===== src/rtl/reg_writeback_if.sv =====
// Handshake and write-port bundle for the register write-back stage.
// The producer side (execute/memory/decode) uses the master modport,
// the write-back block itself uses the slave modport.
interface reg_writeback_if #(
    parameter int DEPTH = 4,
    parameter int W     = 16
);
    localparam int CW = $clog2(DEPTH) + 1;

    // ALU result offer
    logic          alu_valid;
    logic [2:0]    alu_dst;
    logic [W-1:0]  alu_value;
    logic          alu_ready;

    // Load-return offer
    logic          mem_valid;
    logic [2:0]    mem_dst;
    logic [W-1:0]  mem_value;
    logic          mem_ready;

    // Decode issue notification for the hazard scoreboard
    logic          issue_valid;
    logic [2:0]    issue_dst;

    // Register file write port and status
    logic          RegWrite;
    logic [2:0]    writeReg;
    logic [W-1:0]  writeValue;
    logic [7:0]    pending;
    logic [CW-1:0] fifo_count;

    modport master (
        output alu_valid, alu_dst, alu_value,
        input  alu_ready,
        output mem_valid, mem_dst, mem_value,
        input  mem_ready,
        output issue_valid, issue_dst,
        input  RegWrite, writeReg, writeValue, pending, fifo_count
    );

    modport slave (
        input  alu_valid, alu_dst, alu_value,
        output alu_ready,
        input  mem_valid, mem_dst, mem_value,
        output mem_ready,
        input  issue_valid, issue_dst,
        output RegWrite, writeReg, writeValue, pending, fifo_count
    );
endinterface


===== src/rtl/reg_writeback.sv =====
// Register write-back merger: folds ALU results and load returns into a
// single one-write-per-cycle stream for the 8x16 register file. Bursts are
// absorbed by a small FIFO, writes to r0 are swallowed, and a pending-write
// scoreboard is kept so decode can stall on read-after-write hazards.
module reg_writeback #(
    parameter int DEPTH = 4,
    parameter int W     = 16
) (
    input  logic           CLK,
    input  logic           Start,
    reg_writeback_if.slave bus
);
    localparam int AW = $clog2(DEPTH);
    localparam int CW = AW + 1;

    typedef struct packed {
        logic [2:0]   dst;
        logic [W-1:0] value;
    } entry_t;

    // State
    entry_t        store_reg [DEPTH];
    logic [AW-1:0] rptr_reg;
    logic [AW-1:0] wptr_reg;
    logic [CW-1:0] count_reg;
    logic          regwrite_reg;
    logic [2:0]    writereg_reg;
    logic [W-1:0]  writevalue_reg;
    logic [7:0]    pending_reg;

    // Next-state / datapath helpers
    logic          ready;
    logic          alu_acc;
    logic          mem_acc;
    logic          pop;
    logic          byp_valid;
    entry_t        byp_entry;
    entry_t        slot0;
    entry_t        slot1;
    logic [1:0]    enq_cnt;
    logic [AW-1:0] wptr_plus1;
    entry_t        head;
    logic          issue_set;
    logic [7:0]    pending_next;

    // Ready depends on occupancy only: leaving two free slots guarantees
    // that a same-edge pair of accepts always fits, even with no pop.
    assign ready         = (count_reg <= CW'(DEPTH - 2));
    assign bus.alu_ready = ready;
    assign bus.mem_ready = ready;

    // Offers to r0 are consumed (handshake completes) but carry no write.
    assign alu_acc = bus.alu_valid & ready & (bus.alu_dst != 3'd0);
    assign mem_acc = bus.mem_valid & ready & (bus.mem_dst != 3'd0);

    assign pop        = (count_reg != '0);
    assign head       = store_reg[rptr_reg];
    assign wptr_plus1 = wptr_reg + AW'(1);

    // Steer accepted writes: the FIFO head always has priority for the
    // output port; otherwise the older offer (mem) bypasses the queue and
    // whatever remains is enqueued in acceptance order, mem before ALU.
    always_comb begin
        byp_valid = 1'b0;
        byp_entry = '0;
        slot0     = '0;
        slot1     = '0;
        enq_cnt   = 2'd0;
        if (pop) begin
            if (mem_acc) begin
                slot0   = '{dst: bus.mem_dst, value: bus.mem_value};
                enq_cnt = 2'd1;
                if (alu_acc) begin
                    slot1   = '{dst: bus.alu_dst, value: bus.alu_value};
                    enq_cnt = 2'd2;
                end
            end else if (alu_acc) begin
                slot0   = '{dst: bus.alu_dst, value: bus.alu_value};
                enq_cnt = 2'd1;
            end
        end else if (mem_acc) begin
            byp_valid = 1'b1;
            byp_entry = '{dst: bus.mem_dst, value: bus.mem_value};
            if (alu_acc) begin
                slot0   = '{dst: bus.alu_dst, value: bus.alu_value};
                enq_cnt = 2'd1;
            end
        end else if (alu_acc) begin
            byp_valid = 1'b1;
            byp_entry = '{dst: bus.alu_dst, value: bus.alu_value};
        end
    end

    // Scoreboard next state, one bit per register. A new issue wins over a
    // completing write to the same register, so a back-to-back reissue
    // stays visible to decode. r0 can never be pending.
    assign issue_set       = bus.issue_valid & (bus.issue_dst != 3'd0);
    assign pending_next[0] = 1'b0;
    generate
        for (genvar gi = 1; gi < 8; gi++) begin : g_sb
            always_comb begin
                pending_next[gi] = pending_reg[gi];
                if (regwrite_reg && (writereg_reg == 3'(gi)))
                    pending_next[gi] = 1'b0;
                if (issue_set && (bus.issue_dst == 3'(gi)))
                    pending_next[gi] = 1'b1;
            end
        end
    endgenerate

    // FIFO storage: up to two entries written per edge at wptr and wptr+1.
    // Contents need no reset; the pointers and count define validity.
    always_ff @(posedge CLK) begin
        for (int i = 0; i < DEPTH; i++) begin
            if ((enq_cnt != 2'd0) && (wptr_reg == AW'(i)))
                store_reg[i] <= slot0;
            else if ((enq_cnt == 2'd2) && (wptr_plus1 == AW'(i)))
                store_reg[i] <= slot1;
        end
    end

    // Control state, write port and scoreboard registers.
    always_ff @(posedge CLK or posedge Start) begin
        if (Start) begin
            rptr_reg       <= '0;
            wptr_reg       <= '0;
            count_reg      <= '0;
            regwrite_reg   <= 1'b0;
            writereg_reg   <= 3'd0;
            writevalue_reg <= '0;
            pending_reg    <= 8'd0;
        end else begin
            if (pop) begin
                regwrite_reg   <= 1'b1;
                writereg_reg   <= head.dst;
                writevalue_reg <= head.value;
                rptr_reg       <= rptr_reg + AW'(1);
            end else if (byp_valid) begin
                regwrite_reg   <= 1'b1;
                writereg_reg   <= byp_entry.dst;
                writevalue_reg <= byp_entry.value;
            end else begin
                regwrite_reg   <= 1'b0;
            end
            wptr_reg    <= wptr_reg + AW'(enq_cnt);
            count_reg   <= count_reg - CW'(pop) + CW'(enq_cnt);
            pending_reg <= pending_next;
        end
    end

    assign bus.RegWrite   = regwrite_reg;
    assign bus.writeReg   = writereg_reg;
    assign bus.writeValue = writevalue_reg;
    assign bus.pending    = pending_reg;
    assign bus.fifo_count = count_reg;
endmodule


===== src/flat_wrapper.sv =====
// flat-port wrapper written by rule: the top's interface ports become plain ports
module reg_writeback_flat 
#(
    parameter int DEPTH = 4,
    parameter int W     = 16
)
  (CLK, Start, bus_alu_valid, bus_alu_dst, bus_alu_value, bus_alu_ready, bus_mem_valid, bus_mem_dst, bus_mem_value, bus_mem_ready, bus_issue_valid, bus_issue_dst, bus_RegWrite, bus_writeReg, bus_writeValue, bus_pending, bus_fifo_count);
  reg_writeback_if #(.DEPTH(DEPTH), .W(W)) bus_i ();
  input  logic CLK;
  input  logic Start;
  input wire logic [$bits(bus_i.alu_valid)-1:0] bus_alu_valid;
  input wire logic [$bits(bus_i.alu_dst)-1:0] bus_alu_dst;
  input wire logic [$bits(bus_i.alu_value)-1:0] bus_alu_value;
  output wire logic [$bits(bus_i.alu_ready)-1:0] bus_alu_ready;
  input wire logic [$bits(bus_i.mem_valid)-1:0] bus_mem_valid;
  input wire logic [$bits(bus_i.mem_dst)-1:0] bus_mem_dst;
  input wire logic [$bits(bus_i.mem_value)-1:0] bus_mem_value;
  output wire logic [$bits(bus_i.mem_ready)-1:0] bus_mem_ready;
  input wire logic [$bits(bus_i.issue_valid)-1:0] bus_issue_valid;
  input wire logic [$bits(bus_i.issue_dst)-1:0] bus_issue_dst;
  output wire logic [$bits(bus_i.RegWrite)-1:0] bus_RegWrite;
  output wire logic [$bits(bus_i.writeReg)-1:0] bus_writeReg;
  output wire logic [$bits(bus_i.writeValue)-1:0] bus_writeValue;
  output wire logic [$bits(bus_i.pending)-1:0] bus_pending;
  output wire logic [$bits(bus_i.fifo_count)-1:0] bus_fifo_count;
  assign bus_i.alu_valid = bus_alu_valid;
  assign bus_i.alu_dst = bus_alu_dst;
  assign bus_i.alu_value = bus_alu_value;
  assign bus_alu_ready = bus_i.alu_ready;
  assign bus_i.mem_valid = bus_mem_valid;
  assign bus_i.mem_dst = bus_mem_dst;
  assign bus_i.mem_value = bus_mem_value;
  assign bus_mem_ready = bus_i.mem_ready;
  assign bus_i.issue_valid = bus_issue_valid;
  assign bus_i.issue_dst = bus_issue_dst;
  assign bus_RegWrite = bus_i.RegWrite;
  assign bus_writeReg = bus_i.writeReg;
  assign bus_writeValue = bus_i.writeValue;
  assign bus_pending = bus_i.pending;
  assign bus_fifo_count = bus_i.fifo_count;
  reg_writeback #(.DEPTH(DEPTH), .W(W)) u_core (.CLK(CLK), .Start(Start), .bus(bus_i));
endmodule

===== config.mk =====
export PLATFORM = sky130hd
export DESIGN_NAME = reg_writeback_flat
export DESIGN_NICKNAME = d
export VERILOG_FILES = /design/src/rtl/reg_writeback_if.sv /design/src/rtl/reg_writeback.sv /design/src/flat_wrapper.sv
export SDC_FILE = /design/constraint.sdc
export NUM_CORES = 1
export LEC_CHECK = 0
export BUFFER_PORTS_ARGS = -buffer_cell sky130_fd_sc_hd__buf_2
export CAP_MARGIN = 20
export CELL_PAD_IN_SITES_DETAIL_PLACEMENT = 2
export CELL_PAD_IN_SITES_GLOBAL_PLACEMENT = 2
export CORE_ASPECT_RATIO = 0.9
export CORE_MARGIN = 4
export CORE_UTILIZATION = 40
export DETAILED_ROUTE_END_ITERATION = 10
export GPL_ROUTABILITY_DRIVEN = 1
export PLACE_DENSITY = 0.81
export SLEW_MARGIN = 10
export SYNTH_ARGS = -nofsm -noshare
export SYNTH_HDL_FRONTEND = slang
export SYNTH_SLANG_ARGS = --single-unit

===== constraint.sdc =====
create_clock -name CLK -period 6 [get_ports CLK]
set_input_delay 1.2 -clock CLK [delete_from_list [all_inputs] [get_ports CLK]]
set_output_delay 1.2 -clock CLK [all_outputs]
set_load 0.02 [all_outputs]

### Yosys cells after proc, flatten, opt, wreduce, memory -nomap -nowiden

Memory sizes are Yosys's and may differ from the RTL's.
Cells that the tools add are included.

| storage, ports and cells | value |
|---|---|
| flip-flop bits (word level) | 34 |
| RAM bits | 76 |
| logic and storage cells | 152 |
| output and inout bits | 33 |
| memories | 1 |
| input bits | 46 |

Memory list:

| memory | depth | width | read ports | clocked after Yosys merged registers in | wr ports | line | text |
|---|---|---|---|---|---|---|---|
| u_core.store_reg | 4 | 19 | 1 | 0 | 2 | reg_writeback.sv:22 | `entry_t store_reg [DEPTH];` |

| operators by class | value |
|---|---|
| reductions and logical operators | 39 |
| multiplexer cells | 63 |
| bitwise logic cells | 9 |
| order comparisons | 1 |
| $add $sub $neg | 5 |
| equal/unequal tests | 21 |

Operator list:

| operator | count |
|---|---|
| two-way mux 19 bit | 11 |
| two-way mux 1 bit | 42 |
| OR reduction 19 bit | 2 |
| two-way mux 16 bit | 2 |
| equality test 3 bit (second input constant) | 8 |
| logical AND 1 bit | 22 |
| nonzero test 2 bit | 9 |
| equality test 3 x 2 -> 1 bit (second input constant) | 4 |
| two-way mux 2 bit | 6 |
| nonzero test 3 bit | 4 |
| equality test 2 bit (second input constant) | 5 |
| equality test 3 x 1 -> 1 bit (second input constant) | 2 |
| two-way mux 3 bit | 2 |
| bitwise AND 1 bit | 5 |
| adder 2 x 1 -> 2 bit (second input constant) | 2 |
| equality test 2 x 1 -> 1 bit (second input constant) | 2 |
| zero test 2 bit | 2 |
| OR 1 bit | 4 |
| adder 3 x 2 -> 3 bit | 1 |
| less-or-equal comparator 3 x 2 -> 1 bit (second input constant) | 1 |
| subtractor 3 x 1 -> 3 bit | 1 |
| adder 2 bit | 1 |

### Longest topological paths before layout

Gate-level depths: netlist of run 1.

| logic depth | value |
|---|---|
| depth in word-level cells | 14 |
| depth in mapped cells | 13 |

### Worst setup path after synthesis of run 1

No wires, ideal clock.

| timing path | value |
|---|---|
| path kind | input to register |
| start point | in bus_alu_valid |
| end point | mem u_core.store_reg[1][0] (netlist name) (enable) |
| stages | 9 |
| data required time | 5.603 ns |
| setup time | 0.397 ns |
| data arrival time | 3.615 ns |
| setup slack | 1.988 ns |
| path through | clkbuf_1 o311a_1 buf_2 buf_2 ha_1 buf_2 mux2i_1 o21ai_0 nor2b_1 |

RTL lines:

| element | line | text |
|---|---|---|
| start: declaration | flat_wrapper.sv:11 | `input wire logic [$bits(bus_i.alu_valid)-1:0] bus_alu_valid;` |
| end: declaration | reg_writeback.sv:22 |  |

==> metrics, run 1 <==
Worst Tran Pin Value 1.12 ns; Synth Warn # 0; placed inst area 6810 sq um; clk sinks 110; Pleak about 2.6 nW; Starting Density between 40% and 50%; Final WS setup ~1.7 ns; Netlist cell types about 60; # diodes 0; Yosys reg bits 110; Die Wd 140 um; Power Internal between 2 and 2.5 mW; Net Sw Power 1.71 mW; max frequency between 200 and 250 MHz; Largest register FFs 76; RR Startpoint u_core.bus.fifo_count[2]$_DFF_PP0_; DR WL/cell about 28 um; sequential fraction of the synthesis area about half; I/O Buffers just under 80; hold-critical path depth 2; Final ANT Viol Nets 0; Buf+Inv Stages, Crit Path 3; fin. max-slew vios 0; CP Max Fanout 11; Hold Crit Class flip-flop to flip-flop; Crit-path slowest cell nor2b_1; clock slew at reported path FFs approximately 0.070 ns; CTS tree built; Clock Skews 0.0131 ns; PD cells 538 nW/um^2; drt first pass iters 5; initial antenna violation count 1; Comb power frac roughly half; Layout Nets between 600 and 700; row count 42; grt total ovfl 0; Critical Path Start bus_mem_dst[1]; Sw Share around 45%; final instance area slightly above 7000 sq um; Placer Congestion about 0.86; wirelength, routed 23100 um; Core ar. ~15000 sq um; FF-to-FF path depth 9; CP arrival approximately 4.4 ns; reg2reg end u_core.store_reg[1][2]$_DFFE_PP_; synthesized area just over 6000 sq um; Iter 0 DRT Violations 626; Total GRT Usage 25.9%; number of global-route vias before repair between 5000 and 6000; final core area utilization 47.5%; Setup-failing EPs final 0; Async SR Flop Fraction 30.9%; TritonCTS buffer count 9; largest net degree at the start of global routing between 50 and 60; syn_area_per_cell approximately 11 sq um; dominant synthesized flop cell edfxtp_1; Final min period between 4 and 5 ns; DRC viols 0; vias post-DR roughly 5200; syn nets between 600 and 700; layout cells sized above 1 between 20% and 30%; CP peak stage delay between 0.8 and 0.9 ns; RSZ-0062 raised after global routing false; reg2reg setup slack around 1.7 ns; Hold Buf Count CTS 0; worst skew pair latency 0.36 ns; first-pass GRT wire length 35100 um; Post-Synthesis Cells roughly 560; Crit Path Category input pin to flip-flop; synth-to-layout area growth 14.2%; vias per cell between 6 and 7; part of the power in registers between 30% and 40%; setup bufs post-CTS 0; Inst Count DP roughly 810; hold path startpoint u_core.bus.pending[7]$_DFFE_PP0P_; status finished, final reports clean; Max Cap Violations 0; Worst VDD drop about 0.18 mV; TNS Setup 0 ns; Worst Hold Path EP u_core.bus.pending[7]$_DFFE_PP0P_; Post-Layout Cell Count 828; Crit. End Element flip-flop; Die H 126 um; Die Area around 18000 sq um; Post-synth EDFFs 76; Top Family by Delay on Critical Path simple AND/OR/NAND/NOR gates; clock power share 14.9%; final period utilization between 70 and 80%; H-tree depth 3; WHS approximately 0.52 ns; Post-CTS Resized 0; Post-Place Worst Slack about 1.5 ns; CP Cell Sequence buf_2 > o31a_1 > nand2_1 > inv_2 > ha_1 > mux2i_1 > o21ai_0 > nor2b_1 > buf_4; Worst Setup Start Kind input pin; Max Buffers Root-to-Sink 2; Root Driver clkbuf_16; final hold violations 0; worst relative slew slack 25.1%; DP HPWL 14300 um; I/O pin total just under 80; Total Power around 3.8 mW; CP required about 6.1 ns
layout make-up:
class	instances	area, sq um
well taps	198	248
fillers	1554	7860
clock buffers	11	233
flip-flops and latches	110	3130
inverters	10	37.5
multi-input cells	396	2870
repair buffers	98	562
clock inverters	5	33.8
routing by layer:
metal  up-vias  GRT usage (%)  part of all wire, %
li1       2291              -                    -
met1      2691           32.9                   42
met2       231           44.7                   51
met3        23           5.57                  6.5
met4         2           7.46                  1.1
met5         -              0                0.056
cells in the mapped netlist, drive strengths merged (2+ instances only):
cell type,number,area share [%]
nand2,83,5.0
edfxtp,76,37
nor2,50,3.0
dfrtp,34,14
o41ai,32,4.5
buf,27,2.3
o21ai,26,2.1
a21oi,24,1.9
nand3,24,1.9
clkbuf,20,1.2
mux4,19,6.9
o31ai,19,2.4
and2,17,1.7
a221o,16,2.6
o2bb2ai,16,2.2
inv,10,0.60
nand2b,7,0.70
xnor2,7,1.2
ha,6,1.2
mux2i,5,0.80
o22ai,4,0.40
a221oi,3,0.42
a32o,3,0.48
nor3,3,0.48
nor4,3,0.40
a2111oi,2,0.88
a211o,2,0.28
o31a,2,0.28
worst max path at each step:
stage                                        endpoint  cells after the start
finish               u_core.store_reg[1][2]$_DFFE_PP_                      9
global route         u_core.store_reg[1][2]$_DFFE_PP_                      9
global placement     u_core.store_reg[1][3]$_DFFE_PP_                      8
floorplan            u_core.store_reg[1][0]$_DFFE_PP_                      9
detailed placement   u_core.store_reg[2][8]$_DFFE_PP_                     10
CTS                 u_core.store_reg[2][12]$_DFFE_PP_                     10
placed cells by master, fill, tap and decap left out, types with 2 or more instances in the layout:
| cell type | netlist | layout |
|---|---|---|
| edfxtp_1 | 76 | 76 |
| buf_2 | 22 | 77 |
| a32o_1 | 3 | 3 |
| nand3_1 | 24 | 24 |
| ha_1 | 6 | 6 |
| clkbuf_16 | 0 | 9 |
| nand2b_1 | 7 | 7 |
| xnor2_1 | 5 | 5 |
| buf_4 | 4 | 17 |
| mux2i_1 | 5 | 5 |
| xnor2_2 | 2 | 2 |
| o22ai_1 | 4 | 4 |
| buf_6 | 0 | 3 |
| o31a_1 | 2 | 2 |
| clkbuf_1 | 20 | 2 |
| dfrtp_1 | 34 | 34 |
| o31ai_1 | 18 | 18 |
| o21ai_2 | 1 | 3 |
| o21ai_0 | 22 | 22 |
| nand2_1 | 83 | 83 |
| nor4_1 | 2 | 2 |
| o41ai_1 | 32 | 32 |
| a221o_1 | 16 | 16 |
| inv_2 | 2 | 2 |
| a2111oi_4 | 2 | 2 |
| inv_6 | 0 | 2 |
| inv_1 | 8 | 8 |
| and2_1 | 17 | 17 |
| mux4_2 | 19 | 19 |
| nor2_1 | 50 | 50 |
| o2bb2ai_1 | 16 | 16 |
| nor3_4 | 0 | 3 |
| a221oi_1 | 3 | 3 |
| a211o_1 | 2 | 2 |
| a21oi_1 | 24 | 24 |
worst reg2reg max path, stage by stage (launching register included):
cell	delay, ns
dfrtp_1	0.64
a21o_1	0.30
inv_1	0.17
o311a_1	0.20
buf_4	0.46
ha_1	0.48
mux2i_1	0.19
o21ai_0	0.28
nor2b_1	0.87
buf_4	0.39
logic make-up (layout without fill, tap and decap cells):
group                    Yosys count  in the layout  share of synthesized area, %
multiplexers                      25             25                          7.85
other                              1              1                        0.0602
AO/OA/AOI/OAI                    155            155                          19.5
flip-flops                       110            110                          50.3
buffers and inverters             57            124                          4.12
AND/OR/NAND/NOR                  200            200                          15.3
adder cells (fa/ha/maj)            7              7                          1.53
XOR/XNOR                           8              8                          1.37
power by group through the flow:
stage	registers (mW)	logic, mW	clock network, mW
finish	1.35	1.91	0.572
global route	1.38	2.06	0.620
CTS	1.35	1.88	0.581
detailed placement	1.36	1.86	0
global placement	1.33	1.77	0
floorplan	1.37	1.19	0
No activity file was read; power rests on OpenSTA's default activity.
==> inputs of run 2 (changes only) <==
CORE_UTILIZATION = 38   (was 40)
PLACE_DENSITY = 0.77   (was 0.81)
clock period = 4.45 ns   (was 6 ns; I/O delays follow)
==> metrics, run 2 (synthesized netlist as in run 1, its figures left out) <==
Final ANT Viol Nets 0 (unchanged); Crit. End Element flip-flop; vias post-DR 5364 (+2.4%); worst skew pair latency 0.36 ns (about the same); Placer Congestion 0.832 (-3.4%); Root Driver clkbuf_16; Hold Buf Count CTS 0 (unchanged); CP arrival 3.80 ns (-0.56 ns); TritonCTS buffer count 9 (unchanged); most frequent cells in the layout nand2_1 (83), buf_2 (77), edfxtp_1 (76); DRC viols 0 (unchanged); Die Wd 143 um (+2.5%); Crit Path Category input pin to flip-flop; wirelength, routed 23400 um (+1.5%); H-tree depth 3 (unchanged); PD cells 725 nW/um^2 (+35%); reg2reg end u_core.store_reg[1][7]$_DFFE_PP_; CP peak stage delay 0.67 ns (-0.20 ns); clk sinks 110 (unchanged); Max Buffers Root-to-Sink 2 (unchanged); Total GRT Usage 25.8% (-0.11 points); CP required 4.58 ns (-1.47 ns); commonest non-fill, non-tap cell in the layout nand2_1; status finished, final reports clean; WHS 0.514 ns (-0.00289 ns); initial antenna violation count 0 (-1); Hold Crit Class flip-flop to flip-flop; Pleak 2.62 nW (about the same); Layout fillers 1707 (+9.8%); Die Area 18500 sq um (+4.9%); Post-CTS Resized 0 (unchanged); DP HPWL 15500 um (+8.7%); CTS tree built; synth-to-layout area growth 14.6%; Die H 129 um (+2.4%); Largest register FFs 76 (unchanged); placed inst area 6860 sq um (+0.77%); CP Cell Sequence buf_2 > o31a_1 > nand2_1 > inv_2 > ha_1 > or4b_1 > nand3_1 > o21ai_2 > o41ai_1; Core ar. 16100 sq um (+7.7%); Layout Nets 682 (+0.59%); drt first pass iters 5 (unchanged); # diodes 0 (unchanged); reg2reg setup slack 0.83 ns (-0.88 ns); Worst Setup Start Kind input pin; clock slew at reported path FFs 0.08 ns (about the same); Crit-path slowest cell or4b_1; hold-critical path depth 2 (unchanged); hold path startpoint u_core.bus.pending[4]$_DFFE_PP0P_; worst relative slew slack 20.2% (-4.8 points); Clock Skews 0.0100 ns (-0.00313 ns); final instance area 7140 sq um (+0.33%); row count 44 (+4.8%); setup bufs post-CTS 0 (unchanged); Final min period around 3.7 ns; Multi-input gate area 2850 sq um (-0.70%); FF-to-FF path depth 9 (unchanged); vias per cell 6.38 (+0.82%); largest net degree at the start of global routing 50 (-2.0%); Total Power 5.17 mW (+35%); first-pass GRT wire length 35700 um (+1.5%); RSZ-0062 raised after global routing false; layout cells sized above 1 23.8% (+0.32 points); DR WL/cell 27.8 um (-0.10%); Worst Hold Path EP u_core.bus.pending[4]$_DFFE_PP0P_; final period utilization around 80%; Setup-failing EPs final 0 (unchanged); Iter 0 DRT Violations 334 (-47%); Register Area 3130 sq um (unchanged); Max Cap Violations 0 (unchanged); TNS Setup 0 ns (unchanged); fin. max-slew vios 0 (unchanged); I/O Buffers 77 (unchanged); CP Max Fanout 16 (+5); final hold violations 0 (unchanged); RR Startpoint u_core.bus.fifo_count[2]$_DFF_PP0_; I/O pin total 79 (unchanged); number of global-route vias before repair 5805 (+1.4%); Worst VDD drop 0.245 mV (+34%); grt total ovfl 0 (unchanged); Worst Tran Pin Value 1.20 ns (+0.0763 ns); max frequency between 200 and 300 MHz; Starting Density 38.6% (-3.0 points)
## run 2: cell types whose count changed in the layout (fill, tap and decap cells not counted), sizes merged
cell / previous run / this run
buf: 98 / 102
clkbuf: 11 / 10
clkinvlp: 1 / 3
inv: 12 / 11
## run 2: critical path, delay by kind of cell
| family | cells | cell delay, ns |
|---|---|---|
| buffers and inverters | 2 | 0.26 |
| adder cells (fa/ha/maj) | 1 | 0.45 |
| AND/OR/NAND/NOR | 3 | 1.04 |
| AO/OA/AOI/OAI | 3 | 1.15 |
## run 2: final cells by class
cell class                 count  area share [%]
tap                          207            3.63
clock buffer                  10            3.21
timing repair buffer         102            8.20
multi-input combinational    396            39.9
inverter                      10           0.526
sequential                   110            43.9
clock inverter                 6           0.649
## run 2: worst max path at each step
stage,slack [ns],to,cells after the start,start
6_report,0.79,u_core.store_reg[1][7]$_DFFE_PP_,9,bus_mem_dst[1]
5_1_grt,0.59,u_core.store_reg[1][7]$_DFFE_PP_,9,u_core.bus.fifo_count[2]$_DFF_PP0_
4_1_cts,0.79,u_core.store_reg[1][7]$_DFFE_PP_,9,bus_mem_dst[1]
3_5_place_dp,0.42,u_core.store_reg[1][7]$_DFFE_PP_,9,bus_mem_dst[1]
3_3_place_gp,0.73,u_core.store_reg[1][15]$_DFFE_PP_,9,bus_mem_dst[1]
2_1_floorplan,0.75,u_core.store_reg[1][0]$_DFFE_PP_,9,bus_alu_valid
## run 2: metrics by stage
step / util (%) / cells / setup WS [ns]
after global routing: 44.2 / 841 / 0.590
after CTS: 44.2 / 841 / 0.790
after detailed placement: 42.5 / 825 / 0.424
final: 44.2 / 841 / 0.786
after global placement: 42.5 / 825 / 0.731
after floorplan: - / 563 / 0.748
## run 2: power breakdown
group,internal [mW],switching (mW),leakage (nW)
Clock,0.384,0.402,0.124
Sequential,1.54,0.326,1.11
Combinational,0.943,1.58,1.39
Total,2.87,2.31,2.62
## run 2: per-layer routing
metal	global-route usage, %	wire (um)
met5	0	0
met4	7.83	472
met1	33.9	9610
met2	43.9	11900
met3	4.24	1400
